File: config.mk
export PLATFORM = sky130hd
export DESIGN_NAME = barrel_shifter_pipe
export DESIGN_NICKNAME = d
export VERILOG_FILES = /design/src/rtl/barrel_pkg.sv /design/src/rtl/barrel_stage.sv /design/src/rtl/barrel_shifter_pipe.sv
export SDC_FILE = /design/constraint.sdc
export NUM_CORES = 1
export LEC_CHECK = 0
export CAP_MARGIN = 40
export CORE_ASPECT_RATIO = 1.5
export CORE_MARGIN = 2
export CORE_UTILIZATION = 56
export DETAILED_ROUTE_END_ITERATION = 8
export PLACE_DENSITY = 0.8
export SLEW_MARGIN = 25
export SYNTH_ARGS = -nofsm -noshare
export SYNTH_HDL_FRONTEND = slang
export SYNTH_HIERARCHICAL = 1
export SYNTH_SLANG_ARGS = --single-unit
File: constraint.sdc
create_clock -name clk -period 1.65 [get_ports clk]
set_input_delay 0.4125 -clock clk [delete_from_list [all_inputs] [get_ports clk]]
set_output_delay 0.4125 -clock clk [all_outputs]
set_load 0.005 [all_outputs]
File: src/rtl/barrel_pkg.sv
// barrel_pkg: shared mode encodings and helpers
// for the pipelined barrel shifter.
package barrel_pkg;

  localparam int MODE_W = 3;

  localparam logic [MODE_W-1:0] MODE_SLL = 3'd0;
  localparam logic [MODE_W-1:0] MODE_SRL = 3'd1;
  localparam logic [MODE_W-1:0] MODE_SRA = 3'd2;
  localparam logic [MODE_W-1:0] MODE_ROL = 3'd3;
  localparam logic [MODE_W-1:0] MODE_ROR = 3'd4;

  function automatic logic is_reserved(
    input logic [MODE_W-1:0] mode
  );
    return mode > MODE_ROR;
  endfunction

endpackage

File: src/rtl/barrel_stage.sv
// barrel_stage: one combinational shift/rotate
// step of fixed distance STEP, enabled per transaction.
module barrel_stage
  import barrel_pkg::*;
#(
  parameter int WIDTH = 8,
  parameter int STEP  = 1
) (
  input  logic [WIDTH-1:0]  data,
  input  logic              en,
  input  logic [MODE_W-1:0] mode,
  input  logic              sign,
  output logic [WIDTH-1:0]  result
);

  // Select the STEP-wide move for this mode; reserved
  // modes and disabled steps pass data through.
  always_comb begin
    result = data;
    if (en) begin
      unique case (1'b1)
        (mode == MODE_SLL):
          result = {data[WIDTH-1-STEP:0], {STEP{1'b0}}};
        (mode == MODE_SRL):
          result = {{STEP{1'b0}}, data[WIDTH-1:STEP]};
        (mode == MODE_SRA):
          result = {{STEP{sign}}, data[WIDTH-1:STEP]};
        (mode == MODE_ROL):
          result = {data[WIDTH-1-STEP:0],
                    data[WIDTH-1:WIDTH-STEP]};
        (mode == MODE_ROR):
          result = {data[STEP-1:0], data[WIDTH-1:STEP]};
        default:
          result = data;
      endcase
    end
  end

endmodule

File: src/rtl/barrel_shifter_pipe.sv
// barrel_shifter_pipe: SHW-stage pipelined shifter,
// one stage per shamt bit, shared stall on backpressure.
module barrel_shifter_pipe
  import barrel_pkg::*;
#(
  parameter  int WIDTH = 8,
  localparam int SHW   = $clog2(WIDTH)
) (
  input  logic              clk,
  input  logic              rst_n,
  input  logic              in_valid,
  output logic              in_ready,
  input  logic [WIDTH-1:0]  in_data,
  input  logic [SHW-1:0]    shamt,
  input  logic [MODE_W-1:0] mode,
  output logic              out_valid,
  input  logic              out_ready,
  output logic [WIDTH-1:0]  out_data,
  output logic              out_err
);

  logic advance;

  logic              v_q  [SHW];
  logic [WIDTH-1:0]  d_q  [SHW];
  logic [SHW-1:0]    sh_q [SHW];
  logic [MODE_W-1:0] md_q [SHW];
  logic              er_q [SHW];
  logic              sg_q [SHW];

  logic              st_v  [SHW];
  logic [WIDTH-1:0]  st_d  [SHW];
  logic [SHW-1:0]    st_sh [SHW];
  logic [MODE_W-1:0] st_md [SHW];
  logic              st_er [SHW];
  logic              st_sg [SHW];
  logic [WIDTH-1:0]  nx_d  [SHW];

  assign out_valid = v_q[SHW-1];
  assign out_data  = d_q[SHW-1];
  assign out_err   = er_q[SHW-1];
  assign advance   = out_ready | ~out_valid;
  assign in_ready  = advance;

  // Stage inputs: stage 0 from the port, others from
  // the previous register; the sign is fixed at entry.
  always_comb begin
    st_v[0]  = in_valid;
    st_d[0]  = in_data;
    st_sh[0] = shamt;
    st_md[0] = mode;
    st_er[0] = is_reserved(mode);
    st_sg[0] = in_data[WIDTH-1];
    for (int k = 1; k < SHW; k++) begin
      st_v[k]  = v_q[k-1];
      st_d[k]  = d_q[k-1];
      st_sh[k] = sh_q[k-1];
      st_md[k] = md_q[k-1];
      st_er[k] = er_q[k-1];
      st_sg[k] = sg_q[k-1];
    end
  end

  for (genvar k = 0; k < SHW; k++) begin : g_st
    barrel_stage #(
      .WIDTH (WIDTH),
      .STEP  (1 << k)
    ) u_stage (
      .data   (st_d[k]),
      .en     (st_sh[k][k]),
      .mode   (st_md[k]),
      .sign   (st_sg[k]),
      .result (nx_d[k])
    );
  end

  // All stages move together on advance; payload is
  // only captured for valid slots, bubbles clear err.
  always_ff @(posedge clk or negedge rst_n) begin
    if (!rst_n) begin
      for (int k = 0; k < SHW; k++) begin
        v_q[k]  <= 1'b0;
        d_q[k]  <= '0;
        sh_q[k] <= '0;
        md_q[k] <= '0;
        er_q[k] <= 1'b0;
        sg_q[k] <= 1'b0;
      end
    end else if (advance) begin
      for (int k = 0; k < SHW; k++) begin
        v_q[k]  <= st_v[k];
        er_q[k] <= st_v[k] & st_er[k];
        if (st_v[k]) begin
          d_q[k]  <= nx_d[k];
          sh_q[k] <= st_sh[k];
          md_q[k] <= st_md[k];
          sg_q[k] <= st_sg[k];
        end
      end
    end
  end

endmodule

* Word-level counts from Yosys, hierarchy flattened
Cells that the tools add are included.
** Storage, ports and cells
- Flip-flop bits (word level) :: 44
- Input bits :: 18
- Output and inout port bits :: 11
- Word-level logic and storage cells :: 46
** Operators by class
- Order comparisons :: 1
- Equality and inequality tests :: 12
- Multiplexer cells :: 6
- Bitwise gates (word level) :: 5
- Reduce and logical (&&, ||, !) cells :: 7
** Operator list (count)
- case mux 8 bit (5 select lines) :: 2
- case mux 8 bit (4 select lines) :: 1
- 2-to-1 mux 8 bit :: 3
- == test 3 x 2 -> 1 bit, second input constant :: 6
- == test 3 x 1 -> 1 bit, second input constant :: 3
- == test 3 bit, second input constant :: 3
- logical NOT 3 bit :: 3
- AND reduction 2 bit :: 3
- bitwise AND 1 bit :: 3
- greater-than comparator 3 bit, second input constant :: 1
- OR reduction 2 bit :: 1
- NOT 1 bit :: 1
- bitwise OR 1 bit :: 1

* Logic depth before layout (Yosys ltp)
- Word-level depth :: 4
- Mapped depth :: 7
- Gate-level depth less buffers :: 5

* Modules after synthesis
Netlist, hierarchy kept.
** By module, submodules not included
- barrel_shifter_pipe :: instances 1, cells an instance 105, area an instance 1702.9 um2
- barrel_stage (g_st[0].u_stage) :: instances 1, cells an instance 51, area an instance 366.6 um2
- barrel_stage (g_st[1].u_stage) :: instances 1, cells an instance 44, area an instance 256.5 um2
- barrel_stage (g_st[2].u_stage) :: instances 1, cells an instance 25, area an instance 217.7 um2

* Least setup slack after synthesis
Ideal clock, no wire load.
- Path type :: input to register
- From :: input mode[0]
- To :: register d_q[22] in the netlist's numbering
- Setup time :: 125 ps
- Arrival time :: 1380 ps
- Required time :: 1525 ps
- Path slack :: 145 ps
- Cell stages on the path :: 6
- Cell sequence :: buf_6 -> o21ai_2 -> and2_4 -> buf_6 -> a31oi_2 -> mux2_4
** RTL lines
- start, declared :: line barrel_shifter_pipe.sv:15 : input logic [MODE_W-1:0] mode,
- end signal, assigned by index :: line barrel_shifter_pipe.sv:94 : d_q[k] <= nx_d[k];
- end, declared :: line barrel_shifter_pipe.sv:25 : logic [WIDTH-1:0] d_q [SHW];

==> metrics.md <==
| Metric | Value |
|---|---|
| Result of the run | `complete, no violations` |
| Ant diodes | `0` |
| Setup TNS Final | `0 ns` |
| Met1 demand-to-capacity share in global routing | `0.203` |
| Total routed wirelength | `4650 um` |
| Routed Antenna Nets | `0` |
| Area of the die | `0.00511 mm^2` |
| Setup CP Type | `reg -> reg` |
| Clock network latency to the later pin of the worst-skew pair | `0.29 ns` |
| Port buffer count | `28` |
| CP arrival | `1.82 ns` |
| Chip width | `59.0 um` |
| Met2 usage in global routing | `0.387` |
| Number of fill cells in the layout | `346` |
| Post-synth net total | `243` |
| Library cells used by synthesis | `49` |
| Normalized max-slew margin | `0.669` |
| Via count of the first global-routing pass | `1807` |
| Maximum buffer depth of the clock tree | `2` |
| Maximum number of pins on one net before global-route repair | `42` |
| Hold Vio Cnt, Final | `0` |
| Most instantiated flip-flop cell in the synthesis netlist | `sky130_fd_sc_hd__dfrtp_1` |
| Total clock sinks | `41` |
| Synth Instances | `225` |
| Final net count | `283` |
| Violation count after the first detailed-routing iteration | `41` |
| Met3 capacity usage during global routing | `0.0284` |
| Final global-route overflow total | `0` |
| Type of origin of the critical path | `register` |
| Post-synth EDFFs | `0` |
| Number of setup buffers added after CTS | `0` |
| Simple-gate area share of the yosys netlist | `0.147` |
| Async S/R FF share, synth | `1.00` |
| Clock slew seen by the registers of the worst setup and hold paths | `0.07 ns` |
| Root cell of the clock tree | `sky130_fd_sc_hd__clkbuf_8` |
| Post-route clock period utilization | `0.961` |
| Largest family of logic cells by synthesized area | `multiplexers` |
| Maximum net fanout on the critical path | `10` |
| Top-area cell type share of the netlist area | `0.403` |
| Clock Skew | `0.00552 ns` |
| Count of non-filler cells in the finished layout | `312` |
| Kind of end point of the critical path | `register` |
| Initial core utilization | `0.574` |
| Antenna violations before repair | `0` |
| Complex-gate fraction of the synthesized area | `0.152` |
| Post-cts hold buffer count | `0` |
| CTS H-Tree Depth | `2` |
| Number of rows in the core area | `30` |
| Remaining design rule violation count | `0` |
| Switching fraction of total power | `0.326` |
| Switching power | `1480 uW` |
| Worst slew pin tran | `0.496 ns` |
| Dominant cells by area after synthesis | `sky130_fd_sc_hd__dfrtp_1, sky130_fd_sc_hd__mux2_4, sky130_fd_sc_hd__mux2_2, sky130_fd_sc_hd__buf_4, sky130_fd_sc_hd__a21oi_1` |
| Register share of total power | `0.395` |
| Global route hottest layer | `met2` |
| Max-capacitance violation count | `0` |
| Total power density per cell area | `1500 mW/mm^2` |
| Share of synthesized cell area in full adder, half adder and majority cells | `0` |
| Cell-internal power | `3060 uW` |
| Wire length of the first global-routing pass | `7910 um` |
| Final slew viol count | `0` |
| Worst endpoint required time | `1.88 ns` |
| Combined global-route utilization of all metal layers | `0.204` |
| Final setup violation count | `0` |
| Clk network pwr share | `0.128` |
| DPL Wire Length | `3580 um` |
| Core Area | `0.00443 mm^2` |
| Final setup slack of the worst path | `0.0647 ns` |
| Total leakage power | `0.00133 uW` |
| Total CTS buffers | `5` |
| Share of post-route cells with drive strength above 1 | `0.367` |
| Class of the most critical hold timing path | `in -> async` |
| Post-Synthesis Mean Instance Area | `11.3 um^2` |
| Final Critical Period | `1.59 ns` |
| Area leader, netlist | `sky130_fd_sc_hd__dfrtp_1` |
| Maximum resistive drop on vdd | `0.000527 V` |
| Worst setup timing slack at the placement stage | `-0.371 ns` |
| Average detailed-routed wire length per instance | `14.9 um` |
| Vias post-DR | `1835` |
| Die Y | `86.5 um` |
| Area grow syn2layout | `19.1%` |
| Sequential-to-total area share from yosys stat | `0.403` |
| Number of vias per cell | `5.88` |
| Count of yosys warnings during synthesis | `6` |
| Multiplexer share of the synthesized area | `0.210` |
| Combinational power share | `0.477` |
| Fmax | `631 MHz` |
| Final weighted congestion in routability-driven placement | `0.804` |
| Number of placed instances, taps included | `306` |
| Synth Cell Area | `0.00254 mm^2` |
| WHS | `0.0821 ns` |
| Seq cells post-synth | `41` |
| TritonCTS clock tree | `yes` |
| Xor/xnor share of the synthesized area | `0.0167` |
| Number of top-level design ports | `29` |
| DRT Pass-1 Iters | `4` |
critical path: stages (launching register included):
cell and delay, ns:
sky130_fd_sc_hd__dfrtp_2 0.48, sky130_fd_sc_hd__or3b_1 0.41, sky130_fd_sc_hd__o21ai_2 0.14, sky130_fd_sc_hd__a22oi_1 0.15, sky130_fd_sc_hd__a21oi_1 0.20, sky130_fd_sc_hd__mux2_4 0.16
final timing paths:
path                         start  cells after the start  slack [ns]         to
max in group asynchronous    rst_n                      2        1.36    md_q[8]
hold reg to reg            er_q[2]                      2        0.47    er_q[2]
hold / removal               rst_n                      2        0.08  out_valid
setup / recovery           md_q[6]                      5        0.06    d_q[10]
setup reg to reg           md_q[6]                      5        0.06    d_q[10]
min in group clk           er_q[2]                      2        0.47    er_q[2]
synth_stat cells, drive strengths merged, types with 2 or more instances:
library cell,n
and2b,5
nand2,16
nor2b,2
a21oi,14
mux2,40
nand2b,2
dfrtp,41
a22oi,6
nand3,2
xnor2,2
a2bb2oi,4
o22ai,2
o211ai,6
inv,2
o21ai,13
xor2,2
nor2,14
and2,4
nand3b,7
a31oi,9
and3b,3
buf,19
metrics by stage:
| stage | area [um^2] | power, uW | util |
|---|---|---|---|
| after CTS | 2980 | 4530 | 0.673 |
| after global routing | 3030 | 4870 | 0.684 |
| after global placement | 2900 | 3850 | 0.655 |
| after detailed placement | 2900 | 3930 | 0.655 |
| after floorplan | 2540 | 3460 | - |
| final | 3030 | 4540 | 0.684 |
flip-flops by register name (all words and copies together) (netlist names):
| register | flops |
|---|---|
| er_q | 2 |
| out_err | 1 |
| out_valid | 1 |
| sg_q | 2 |
| out_data | 8 |
| d_q | 16 |
| md_q | 6 |
| sh_q | 3 |
| st_v | 2 |
cell usage in the layout, fill, tap and decap left out, drive strengths merged:
cell type and n:
dfrtp 41, mux2 40, buf 25, clkdlybuf4s50 22, nand2 16, nor2 14, a21oi 14, o21ai 13
a31oi 9, nand3b 7, o211ai 6, a22oi 6, clkbuf 5, and2b 5, a2bb2oi 4, dlygate4sd2 4
and2 4, and3b 3, nand3 2, xnor2 2, o22ai 2, nor2b 2, inv 2, xor2 2
nand2b 2, or2b 1, o2111ai 1, clkinv 1, nand4 1, a32oi 1, nor4b 1, a41oi 1
or3b 1, nor3b 1, a22o 1, nor3 1, dlymetal6s2s 1
logic make-up (layout without fill, tap and decap cells):
kind of cell | count (synthesis) | after routing
mux | 40 | 40
flops | 41 | 41
simple gates | 61 | 61
buf+inv | 21 | 60
xor+xnor | 4 | 4
compound gates | 58 | 58
area by class of cell:
class | instances | area, um^2 | share of cell area
Tap cell | 48 | 60.1 | 0.0198
Clock inverter | 1 | 5.00 | 0.00165
Timing Repair Buffer | 52 | 473 | 0.156
Sequential cell | 41 | 1030 | 0.339
Multi-Input combinational cell | 163 | 1380 | 0.456
Inverter | 2 | 12.5 | 0.00413
Clock buffer | 5 | 68.8 | 0.0227
power by group through the flow:
stage | logic (uW) | registers (uW) | clock network, uW
after global routing | 2370 | 1850 | 651
after global placement | 2080 | 1770 | 0
after floorplan | 1790 | 1660 | 0
final | 2170 | 1790 | 583
after CTS | 2150 | 1770 | 606
after detailed placement | 2140 | 1790 | 0
routing by layer:
layer	wire, um	vias to the layer above	share of wire
li1	-	896	-
met1	1720	891	0.37
met2	2690	37	0.58
met3	104	11	0.022
met4	137	0	0.029
met5	0	-	0
timing repair:
item / in CTS / in global routing
pin swaps: 0 / 2
gates resized for setup: 7 / 11
gates cloned: 0 / 0
endpoints found under the setup margin: 11 / 16
No activity file was read; power rests on OpenSTA's default activity.
